$ cat config.mk
export PLATFORM = sky130hd
export DESIGN_NAME = wb_arbiter_flat
export DESIGN_NICKNAME = d
export VERILOG_FILES = /design/src/rtl/wb_arbiter_pkg.sv /design/src/rtl/wb_arbiter_if.sv /design/src/rtl/wb_fifo.sv /design/src/rtl/wb_arbiter.sv /design/src/flat_wrapper.sv
export SDC_FILE = /design/constraint.sdc
export NUM_CORES = 1
export LEC_CHECK = 0
export ABC_AREA = 1
export BUFFER_PORTS_ARGS = -buffer_cell sky130_fd_sc_hd__buf_2
export CORE_MARGIN = 2
export CORE_UTILIZATION = 30
export DETAILED_ROUTE_END_ITERATION = 16
export GPL_TIMING_DRIVEN = 0
export PLACE_DENSITY = 0.54
export SKIP_CTS_REPAIR_TIMING = 1
export SLEW_MARGIN = 0
export SYNTH_ARGS = -nofsm -noshare
export SYNTH_HDL_FRONTEND = slang
export SYNTH_SLANG_ARGS = --single-unit
$ cat constraint.sdc
create_clock -name clk -period 5.4 [get_ports clk]
set_input_delay 0.27 -clock clk [delete_from_list [all_inputs] [get_ports clk]]
set_output_delay 0.27 -clock clk [all_outputs]
set_load 0.005 [all_outputs]
$ cat src/rtl/wb_arbiter_pkg.sv
// Shared writeback types: data width, register address, result source and FIFO entry.
package wb_arbiter_pkg;

    localparam int XLEN = 32;

    typedef logic [4:0] rs_addr_t;

    typedef enum logic {
        WB_SRC_ALU = 1'b0,
        WB_SRC_LSU = 1'b1
    } wb_src_t;

    typedef struct packed {
        rs_addr_t          rd;
        logic [XLEN-1:0]   data;
    } wb_entry_t;

    // Writes to x0 are architecturally discarded.
    function automatic logic is_x0(rs_addr_t addr);
        return addr == 5'd0;
    endfunction

endpackage

$ cat src/rtl/wb_arbiter_if.sv
// Result-source handshakes, register-file write port and FIFO status of the writeback arbiter.
interface wb_arbiter_if #(
    parameter int LSU_FIFO_DEPTH = 4
);
    import wb_arbiter_pkg::*;

    localparam int CNT_W = $clog2(LSU_FIFO_DEPTH) + 1;

    logic              alu_valid;
    logic              alu_ready;
    rs_addr_t          alu_rd;
    logic [XLEN-1:0]   alu_data;
    logic              lsu_valid;
    rs_addr_t          lsu_rd;
    logic [XLEN-1:0]   lsu_data;
    logic              lsu_stall;
    logic              rf_we;
    rs_addr_t          rf_waddr;
    logic [XLEN-1:0]   rf_wdata;
    logic [CNT_W-1:0]  fifo_count;
    logic              overflow;

    modport master (
        output alu_valid, alu_rd, alu_data, lsu_valid, lsu_rd, lsu_data,
        input  alu_ready, lsu_stall, rf_we, rf_waddr, rf_wdata, fifo_count, overflow
    );

    modport slave (
        input  alu_valid, alu_rd, alu_data, lsu_valid, lsu_rd, lsu_data,
        output alu_ready, lsu_stall, rf_we, rf_waddr, rf_wdata, fifo_count, overflow
    );

endinterface

$ cat src/rtl/wb_fifo.sv
// Synchronous in-order FIFO of writeback entries; simultaneous push and pop is legal when full.
module wb_fifo
    import wb_arbiter_pkg::*;
#(
    parameter  int DEPTH = 4,
    localparam int PTR_W = $clog2(DEPTH),
    localparam int CNT_W = PTR_W + 1
) (
    input  logic             clk,
    input  logic             rst,
    input  logic             push,
    input  logic             pop,
    input  wb_entry_t        din,
    output wb_entry_t        head,
    output logic [CNT_W-1:0] count,
    output logic             full,
    output logic             empty
);

    wb_entry_t          mem_r [DEPTH];
    logic [PTR_W-1:0]   rd_ptr_r;
    logic [PTR_W-1:0]   wr_ptr_r;
    logic [CNT_W-1:0]   count_r;
    logic               full_s;
    logic               empty_s;
    logic               do_push_s;
    logic               do_pop_s;

    // Status flags come from the count; a full FIFO still accepts a push paired with a pop.
    always_comb begin
        full_s    = (count_r == CNT_W'(DEPTH));
        empty_s   = (count_r == {CNT_W{1'b0}});
        do_pop_s  = pop && !empty_s;
        do_push_s = push && (!full_s || do_pop_s);
    end

    // Pointer and occupancy bookkeeping; pointers wrap naturally because DEPTH is a power of two.
    always_ff @(posedge clk) begin
        if (rst) begin
            rd_ptr_r <= '0;
            wr_ptr_r <= '0;
            count_r  <= '0;
        end else begin
            if (do_pop_s) begin
                rd_ptr_r <= rd_ptr_r + PTR_W'(1'b1);
            end
            if (do_push_s) begin
                wr_ptr_r <= wr_ptr_r + PTR_W'(1'b1);
            end
            case ({do_push_s, do_pop_s})
                2'b10:   count_r <= count_r + CNT_W'(1'b1);
                2'b01:   count_r <= count_r - CNT_W'(1'b1);
                default: count_r <= count_r;
            endcase
        end
    end

    // Entry storage; stale contents are never observed because count gates the head.
    always_ff @(posedge clk) begin
        if (do_push_s) begin
            mem_r[wr_ptr_r] <= din;
        end
    end

    assign head  = mem_r[rd_ptr_r];
    assign count = count_r;
    assign full  = full_s;
    assign empty = empty_s;

endmodule

$ cat src/rtl/wb_arbiter.sv
// Round-robin writeback arbiter between the ALU (backpressurable) and LSU (buffered) result paths,
// driving a registered register-file write port.
module wb_arbiter
    import wb_arbiter_pkg::*;
#(
    parameter  int LSU_FIFO_DEPTH = 4,
    localparam int CNT_W          = $clog2(LSU_FIFO_DEPTH) + 1
) (
    input  logic         clk,
    input  logic         rst,
    wb_arbiter_if.slave  bus
);

    wb_src_t            last_grant_r;
    logic               rf_we_r;
    rs_addr_t           rf_waddr_r;
    logic [XLEN-1:0]    rf_wdata_r;
    logic               overflow_r;

    wb_entry_t          fifo_head_s;
    logic [CNT_W-1:0]   fifo_count_s;
    logic               fifo_full_s;
    logic               fifo_empty_s;
    logic               fifo_pop_s;
    logic               fifo_push_s;

    wb_entry_t          lsu_beat_s;
    wb_entry_t          grant_entry_s;
    logic               l_present_s;
    logic               alu_ready_s;
    logic               grant_alu_s;
    logic               grant_lsu_s;
    logic               lsu_push_s;
    logic               drop_s;

    wb_fifo #(
        .DEPTH (LSU_FIFO_DEPTH)
    ) u_fifo (
        .clk   (clk),
        .rst   (rst),
        .push  (fifo_push_s),
        .pop   (fifo_pop_s),
        .din   (lsu_beat_s),
        .head  (fifo_head_s),
        .count (fifo_count_s),
        .full  (fifo_full_s),
        .empty (fifo_empty_s)
    );

    // Arbitration: the ALU may proceed unless the LSU has something and had the last turn.
    always_comb begin
        lsu_beat_s    = '{rd: bus.lsu_rd, data: bus.lsu_data};
        l_present_s   = !fifo_empty_s || bus.lsu_valid;
        alu_ready_s   = !l_present_s || (last_grant_r == WB_SRC_LSU);
        grant_alu_s   = bus.alu_valid && alu_ready_s;
        grant_lsu_s   = l_present_s && !grant_alu_s;
        fifo_pop_s    = grant_lsu_s && !fifo_empty_s;
        // An incoming beat bypasses the FIFO only when it is itself the winner.
        lsu_push_s    = bus.lsu_valid && !(grant_lsu_s && fifo_empty_s);
        drop_s        = lsu_push_s && fifo_full_s && !fifo_pop_s;
        fifo_push_s   = lsu_push_s && !drop_s;
        if (grant_alu_s) begin
            grant_entry_s = '{rd: bus.alu_rd, data: bus.alu_data};
        end else if (!fifo_empty_s) begin
            grant_entry_s = fifo_head_s;
        end else begin
            grant_entry_s = lsu_beat_s;
        end
    end

    // Round-robin history, updated only on cycles that grant someone.
    always_ff @(posedge clk) begin
        if (rst) begin
            last_grant_r <= WB_SRC_LSU;
        end else if (grant_alu_s) begin
            last_grant_r <= WB_SRC_ALU;
        end else if (grant_lsu_s) begin
            last_grant_r <= WB_SRC_LSU;
        end else begin
            last_grant_r <= last_grant_r;
        end
    end

    // Registered write port: address/data hold between grants, enable is a single-cycle pulse.
    always_ff @(posedge clk) begin
        if (rst) begin
            rf_we_r    <= 1'b0;
            rf_waddr_r <= '0;
            rf_wdata_r <= '0;
        end else if (grant_alu_s || grant_lsu_s) begin
            rf_we_r    <= !is_x0(grant_entry_s.rd);
            rf_waddr_r <= grant_entry_s.rd;
            rf_wdata_r <= grant_entry_s.data;
        end else begin
            rf_we_r    <= 1'b0;
            rf_waddr_r <= rf_waddr_r;
            rf_wdata_r <= rf_wdata_r;
        end
    end

    // Sticky record of any LSU beat lost to a full FIFO.
    always_ff @(posedge clk) begin
        if (rst) begin
            overflow_r <= 1'b0;
        end else if (drop_s) begin
            overflow_r <= 1'b1;
        end else begin
            overflow_r <= overflow_r;
        end
    end

    assign bus.alu_ready  = alu_ready_s;
    assign bus.lsu_stall  = (fifo_count_s >= CNT_W'(LSU_FIFO_DEPTH - 1));
    assign bus.rf_we      = rf_we_r;
    assign bus.rf_waddr   = rf_waddr_r;
    assign bus.rf_wdata   = rf_wdata_r;
    assign bus.fifo_count = fifo_count_s;
    assign bus.overflow   = overflow_r;

endmodule

$ cat src/flat_wrapper.sv
// flat-port wrapper written by rule: the top's interface ports become plain ports
module wb_arbiter_flat import wb_arbiter_pkg::*;
#(
    parameter  int LSU_FIFO_DEPTH = 4,
    localparam int CNT_W          = $clog2(LSU_FIFO_DEPTH) + 1
)
  (clk, rst, bus_alu_valid, bus_alu_rd, bus_alu_data, bus_lsu_valid, bus_lsu_rd, bus_lsu_data, bus_alu_ready, bus_lsu_stall, bus_rf_we, bus_rf_waddr, bus_rf_wdata, bus_fifo_count, bus_overflow);
  wb_arbiter_if #(.LSU_FIFO_DEPTH(LSU_FIFO_DEPTH)) bus_i ();
  input  logic clk;
  input  logic rst;
  input wire logic [$bits(bus_i.alu_valid)-1:0] bus_alu_valid;
  input wire logic [$bits(bus_i.alu_rd)-1:0] bus_alu_rd;
  input wire logic [$bits(bus_i.alu_data)-1:0] bus_alu_data;
  input wire logic [$bits(bus_i.lsu_valid)-1:0] bus_lsu_valid;
  input wire logic [$bits(bus_i.lsu_rd)-1:0] bus_lsu_rd;
  input wire logic [$bits(bus_i.lsu_data)-1:0] bus_lsu_data;
  output wire logic [$bits(bus_i.alu_ready)-1:0] bus_alu_ready;
  output wire logic [$bits(bus_i.lsu_stall)-1:0] bus_lsu_stall;
  output wire logic [$bits(bus_i.rf_we)-1:0] bus_rf_we;
  output wire logic [$bits(bus_i.rf_waddr)-1:0] bus_rf_waddr;
  output wire logic [$bits(bus_i.rf_wdata)-1:0] bus_rf_wdata;
  output wire logic [$bits(bus_i.fifo_count)-1:0] bus_fifo_count;
  output wire logic [$bits(bus_i.overflow)-1:0] bus_overflow;
  assign bus_i.alu_valid = bus_alu_valid;
  assign bus_i.alu_rd = bus_alu_rd;
  assign bus_i.alu_data = bus_alu_data;
  assign bus_i.lsu_valid = bus_lsu_valid;
  assign bus_i.lsu_rd = bus_lsu_rd;
  assign bus_i.lsu_data = bus_lsu_data;
  assign bus_alu_ready = bus_i.alu_ready;
  assign bus_lsu_stall = bus_i.lsu_stall;
  assign bus_rf_we = bus_i.rf_we;
  assign bus_rf_waddr = bus_i.rf_waddr;
  assign bus_rf_wdata = bus_i.rf_wdata;
  assign bus_fifo_count = bus_i.fifo_count;
  assign bus_overflow = bus_i.overflow;
  wb_arbiter #(.LSU_FIFO_DEPTH(LSU_FIFO_DEPTH)) u_core (.clk(clk), .rst(rst), .bus(bus_i));
endmodule
# After elaboration in Yosys (flattened, before gate mapping)
# Memory sizes are Yosys's and may differ from the RTL's. A register that Yosys moved wholly into a read port is not among the register bits.
# Index checks and enable logic that the tools add are counted.
[totals] wordCells=54 reg_bits=47 ram_bits=148 in_bits=78 output_inout_bits=44 memories=1
[classes] magnitude_cmp=1 reduce_logical=27 addsub=4 n_eq_ne=3 bitwise=1 muxes=9
[mem_list] name="u_core.u_fifo.mem_r" words=4 width=37 read_ports=1 rd_clocked_by_memory_dff=1 wr=1 line="wb_fifo.sv:20" text="wb_entry_t mem_r [DEPTH];"
[ops] op="$mux 37" count=2
[ops] op="$logic_and 1x1->1" count=10
[ops] op="$logic_not 1->1" count=8
[ops] op="$pmux 3 s2" count=1
[ops] op="$logic_not 5->1" count=1
[ops] op="$add 2x1->2 const B" count=2
[ops] op="$logic_or 1x1->1" count=4
[ops] op="$mux 1" count=4
[ops] op="$mux 2" count=2
[ops] op="$reduce_bool 2->1" count=2
[ops] op="$add 3x1->3 const B" count=1
[ops] op="$eq 3x3->1 const B" count=1
[ops] op="$ge 3x2->1 const B" count=1
[ops] op="$logic_not 3->1" count=1
[ops] op="$sub 3x1->3 const B" count=1
[ops] op="$eq 2x1->1 const B" count=1
[ops] op="$eq 2x2->1 const B" count=1
[ops] op="$reduce_or 2->1" count=1
[ops] op="$not 1->1" count=1

# Longest topological paths before layout
[logic_depth] ltp_word=18 ltp_mapped=14 ltp_nobuf=14

# Cells and area by module
# From an unflattened synthesis, not the netlist that was laid out.
[hier_totals] hier_cells=828 area_unflattened_um2=8418.1
[by_module_without_submodules] mod="wb_fifo" instances=1 cells_per_inst=432 seq_area_each_um2=4624.4 area_per_inst_um2=5989.5
[by_module_without_submodules] mod="wb_arbiter" instances=1 cells_per_inst=396 seq_area_each_um2=800.8 area_per_inst_um2=2428.6

# Worst setup path before layout
# OpenSTA, ideal clock, no wires.
[synth_timing] path_type="reg-to-reg" start="register u_core.u_fifo.count_r[0], in the netlist u_core.u_fifo.count[0]" end="memory u_core.u_fifo.mem_r[0][0] in the netlist's numbering, enable pin" t_required_ps=4969 path_buffers=0 t_arrival_ps=2551 slack_ps=2418 period_less_slack_ps=2982 setup_ps=431 path_stages_with_launch=8 path_cell_list="dfxtp_1 nor2_4 nand3_2 nand2_4 nand2_8 nand3_1 nand3_4 nor2_1"
[synth_between] elab_chain_cells=18 word_cells_on_any_way=24 classes_between="1 x eq/ne; 2 x mux; 21 x reduce/logical"
[synth_lines] element="start: declaration" line="wb_fifo.sv:23" text="logic [CNT_W-1:0] count_r;"
[synth_lines] element="start signal: assignment" line="wb_fifo.sv:51" text="2'b10: count_r <= count_r + CNT_W'(1'b1);"
[synth_lines] element="start signal: assignment" line="wb_fifo.sv:52" text="2'b01: count_r <= count_r - CNT_W'(1'b1);"
[synth_lines] element="start signal: assignment" line="wb_fifo.sv:53" text="default: count_r <= count_r;"
[synth_lines] element="$logic_not 3->1 (*)" line="wb_fifo.sv:32" text="empty_s = (count_r == {CNT_W{1'b0}});"
[synth_lines] element="$logic_not 1->1 (*)" line="wb_arbiter.sv:53" text="l_present_s = !fifo_empty_s || bus.lsu_valid;"
[synth_lines] element="$logic_or 1x1->1 (*)" line="wb_arbiter.sv:53"
[synth_lines] element="$logic_not 1->1 (*)" line="wb_arbiter.sv:54" text="alu_ready_s = !l_present_s || (last_grant_r == WB_SRC_LSU);"
[synth_lines] element="$logic_or 1x1->1 (*)" line="wb_arbiter.sv:54"
[synth_lines] element="net bus_alu_ready" line="flat_wrapper.sv:17" text="output wire logic [$bits(bus_i.alu_ready)-1:0] bus_alu_ready;"
[synth_lines] element="$logic_and 1x1->1 (*)" line="wb_arbiter.sv:55" text="grant_alu_s = bus.alu_valid && alu_ready_s;"
[synth_lines] element="$logic_not 1->1 (*)" line="wb_arbiter.sv:56" text="grant_lsu_s = l_present_s && !grant_alu_s;"
[synth_lines] element="[2 not listed]"
[synth_lines] element="$logic_not 1->1" line="wb_arbiter.sv:59" text="lsu_push_s = bus.lsu_valid && !(grant_lsu_s && fifo_empty_s);"
[synth_lines] element="$logic_and 1x1->1" line="wb_arbiter.sv:59"
[synth_lines] element="$logic_and 1x1->1 (2 in series)" line="wb_arbiter.sv:60" text="drop_s = lsu_push_s && fifo_full_s && !fifo_pop_s;"
[synth_lines] element="$logic_not 1->1" line="wb_arbiter.sv:61" text="fifo_push_s = lsu_push_s && !drop_s;"
[synth_lines] element="$logic_and 1x1->1" line="wb_arbiter.sv:61"
[synth_lines] element="$logic_and 1x1->1 (*)" line="wb_fifo.sv:34" text="do_push_s = push && (!full_s || do_pop_s);"
[synth_lines] element="$mux 1 (*)" line="wb_fifo.sv:60" text="if (do_push_s) begin"
[synth_lines] element="$mux 1 (implied by the code) (*)" line="wb_fifo.sv:61" text="mem_r[wr_ptr_r] <= din;"
[synth_lines] element="end: declaration" line="wb_fifo.sv:20"
# The timed path passes the listed nets; every way through them passes the cells marked *.

# Worst setup path after layout
[layout_timing] start="register u_core.u_fifo.count_r[1], in the netlist u_core.u_fifo.count[1]" end="memory u_core.u_fifo.mem_r[0][24] in the netlist's numbering, enable pin"
[layout_between] elab_chain_cells=18 word_cells_on_any_way=24 classes_between="1 x eq/ne; 2 x mux; 21 x reduce/logical"
[layout_lines] element="$logic_not 3->1" line="wb_fifo.sv:32"
[layout_lines] element="$logic_not 1->1" line="wb_fifo.sv:33, wb_arbiter.sv:53, wb_arbiter.sv:57"
[layout_lines] element="$logic_or 1x1->1" line="wb_arbiter.sv:53"
[layout_lines] element="$logic_not 1->1" line="wb_arbiter.sv:54"
[layout_lines] element="$logic_or 1x1->1" line="wb_arbiter.sv:54"
[layout_lines] element="$logic_and 1x1->1" line="wb_arbiter.sv:55"
[layout_lines] element="$logic_not 1->1" line="wb_arbiter.sv:56"
[layout_lines] element="$logic_and 1x1->1" line="wb_arbiter.sv:56"
[layout_lines] element="$logic_and 1x1->1" line="wb_arbiter.sv:59"
[layout_lines] element="$logic_not 1->1" line="wb_arbiter.sv:59"
[layout_lines] element="$logic_and 1x1->1" line="wb_arbiter.sv:59"
[layout_lines] element="$logic_and 1x1->1 (2 in series)" line="wb_arbiter.sv:60"
[layout_lines] element="$logic_not 1->1" line="wb_arbiter.sv:61"
[layout_lines] element="$logic_and 1x1->1" line="wb_arbiter.sv:61"
[layout_lines] element="$logic_and 1x1->1 (*)" line="wb_fifo.sv:34"
[layout_lines] element="$mux 1 (*)" line="wb_fifo.sv:60"
[layout_lines] element="$mux 1 (implied by the code) (*)" line="wb_fifo.sv:61"
# Mark *: on every way between the ends. The rest lies on a longest branch, timed or not.

==> metrics <==
first-pass GRT wire length 34,800 µm; uppermost layer routed met5; FP Rows 61; vias in the first global route 5,982; minimum clock period about 2400 ps; area grow syn2layout 21.3%; Layout Cells excl Fill about 1,300; syn_nets 824; Clk Tree Root Cell clkbuf_16; Die ar. 29,300 µm²; Critical Path Sink Type register; clock slew at reported path FFs about 70 ps; H-tree Lvls 4; final setup violating endpoints 0; Cells after Synth 740; Synth Cell Area around 8400 µm²; First-pass DRT Iterations 5; hold crit path type primary input to register; number of CTS-inserted buffers 17; element type at the critical path start register; Slowest cell on crit path nor2_4; sequential share of the synthesized area 64.8%; setup total negative slack 0 ps; max cap viols 0; kind of critical path register to register; Fillers between 2,000 and 3,000; Post-DRT Antenna Nets 0; # clock sinks 197; CP delay by family, top simple AND/OR/NAND/NOR gates; Vias slightly below 6,000; area of the multi-input gates 2520 µm²; RSZ-0062 raised after global routing false; Worst Path Max Fanout 22; status finished, final reports clean; commonest non-fill, non-tap cell in the layout edfxtp_1; Die Ht 171 µm; CTS tree yes; Die X 171 µm; cell repeated most along the worst path nor2_4; Bufs on Longest Clock Path 2; initial core utilization around 30%; skew final 14.2 ps; worst path cell trace nor2_4 -> nand2_2 -> inv_2 -> nand3_1 -> nand3_4 -> nor2_4 -> buf_16; top cells by area, synth edfxtp_1 53%, dfxtp_1 12%, nor2_1 6.4%; GP Congestion slightly above 0.7; Total Wirelength approximately 23,000 µm; leakage 3.80 nW; number of DRC markers in iteration 0 361; Antenna diodes 0; Port Buf Inserts 121; top cell type's share of synthesized area between 50% and 60%; met3 wire len 1160 µm; clk_lat worst skew 430 ps; largest net degree at the start of global routing 24; Critical Path AT 2580 ps; Final nets 968; initial antenna violation count 3; max frequency 0.409 GHz; Power Density 477 nW/µm²; commonest non-fill, non-tap cells in the layout 148 x edfxtp_1, 138 x nor2_1, 130 x buf_2; Metal-1 WL 10,800 µm; share of cells above drive strength 1 26.9%; Overflow after GRT 0; CP Data Required Time approximately 5500 ps; CORE AREA 27,600 µm²; DRC Markers 0; final HPWL from detailed placement between 15,000 and 20,000 µm; leading area contributor after synthesis edfxtp_1; DR vias/cell around 4.7; Wirelength per Cell 18.0 µm; VDD IR max between 0.2 and 0.25 mV; register area about 5400 µm²; Final Max Tran Viols 0; Tot GR Track Use between 10% and 20%; Avg Inst Size Synth 11.3 µm²; Worst-Margin Slew 872 ps; met2 wire length 10,700 µm; CP max stage delay 710 ps; period utilisation layout 45.3%; YS warnings 0; Distinct cells, synth 34; Seq cells post-synth 197; IO Count around 120; dpl cells 1,243; Final Hold Fails 0; Max-slew headroom 41.7%; CP Buf/Inv Count 2; total power approximately 4.8 mW
## metrics by stage
stage	util, %	setup slack [ps]	instance area, µm²	hold WS [ps]
after floorplan	-	2420	8370	339
after global placement	34.2	897	9450	438
after detailed placement	34.6	2940	9570	440
final	36.8	2950	10200	59.9
after global routing	36.8	2780	10200	43.4
after CTS	36.8	2920	10200	41.9
## synthesized netlist by cell type
cell type	n
nand3_4	1
a31oi_1	30
a21o_1	2
buf_6	5
clkbuf_4	4
nand2_1	73
o21ai_1	6
nand3_2	3
o21ai_0	97
buf_12	4
inv_6	1
inv_2	6
nor2_1	142
dfxtp_1	49
o21ai_2	2
inv_1	20
clkbuf_1	16
fa_1	1
nand3_1	52
o211ai_1	6
nor4_1	1
nor2_4	2
buf_2	9
buf_4	9
xor2_1	1
a21oi_1	7
ha_1	5
edfxtp_1	148
a31oi_2	2
nand2_4	1
nand2_8	1
nand2_2	2
buf_1	2
o211ai_2	30
## routing by layer
layer / vias to the layer above / global-route usage [%]
li1: 2921 / -
met1: 2871 / 21.7
met2: 148 / 25.8
met3: 21 / 3.82
met4: 6 / 3.76
met5: - / 0
## power breakdown
part / internal [mW] / switching [mW] / total [mW]
Combinational: 0.564 / 1.07 / 1.63
Clock: 0.702 / 0.563 / 1.26
Sequential: 1.87 / 0.0879 / 1.95
Total: 3.13 / 1.72 / 4.85
## path summary, 6_finish.rpt
check / start / slack [ps] / end / cells after the start
max reg2reg: u_core.u_fifo.count[1] / 2950 / u_core.u_fifo.mem_r[0][24] / 7
min: rst / 60 / u_core.bus.overflow / 2
max: u_core.u_fifo.count[1] / 2950 / u_core.u_fifo.mem_r[0][24] / 7
min reg2reg: u_core.bus.overflow / 450 / u_core.bus.overflow / 2
## final cells by class
class                   count  area share [%]
clock inverters             8           0.542
plain buffers              49            3.41
well taps                 378            4.66
repair buffers            125            6.82
flip-flops and latches    197            53.4
clock buffers              24            5.27
inverters                  27            1.05
multi-input cells         467            24.9
## state kept, by name (all words and copies together) (netlist names), named ones only
register / cells
u_core.u_fifo.rd_ptr_r: 2
u_core.bus.rf_wdata: 32
u_core.bus.overflow: 1
u_core.bus.rf_we: 1
u_core.bus.rf_waddr: 5
u_core.last_grant_r: 1
u_core.u_fifo.wr_ptr_r: 2
u_core.u_fifo.count: 3
u_core.u_fifo.mem_r: 148
## worst register-to-register path, stage by stage, from the launching register on
cell     delay [ps]
dfxtp_1         460
nor2_4           60
nand2_2         180
inv_2           140
nand3_1         150
nand3_4         180
nor2_4          710
buf_16          270
## cell families (layout without fill, tap and decap cells)
| logic type | after synthesis | in the layout | share of synthesized area (%) |
|---|---|---|---|
| simple gates | 278 | 278 | 14.2 |
| flops | 197 | 197 | 64.8 |
| xor+xnor | 1 | 1 | 0.105 |
| buf+inv | 76 | 233 | 5.41 |
| fa+ha+maj | 6 | 6 | 0.986 |
| compound gates | 182 | 182 | 14.5 |
Power figures use the tool's default switching activity.
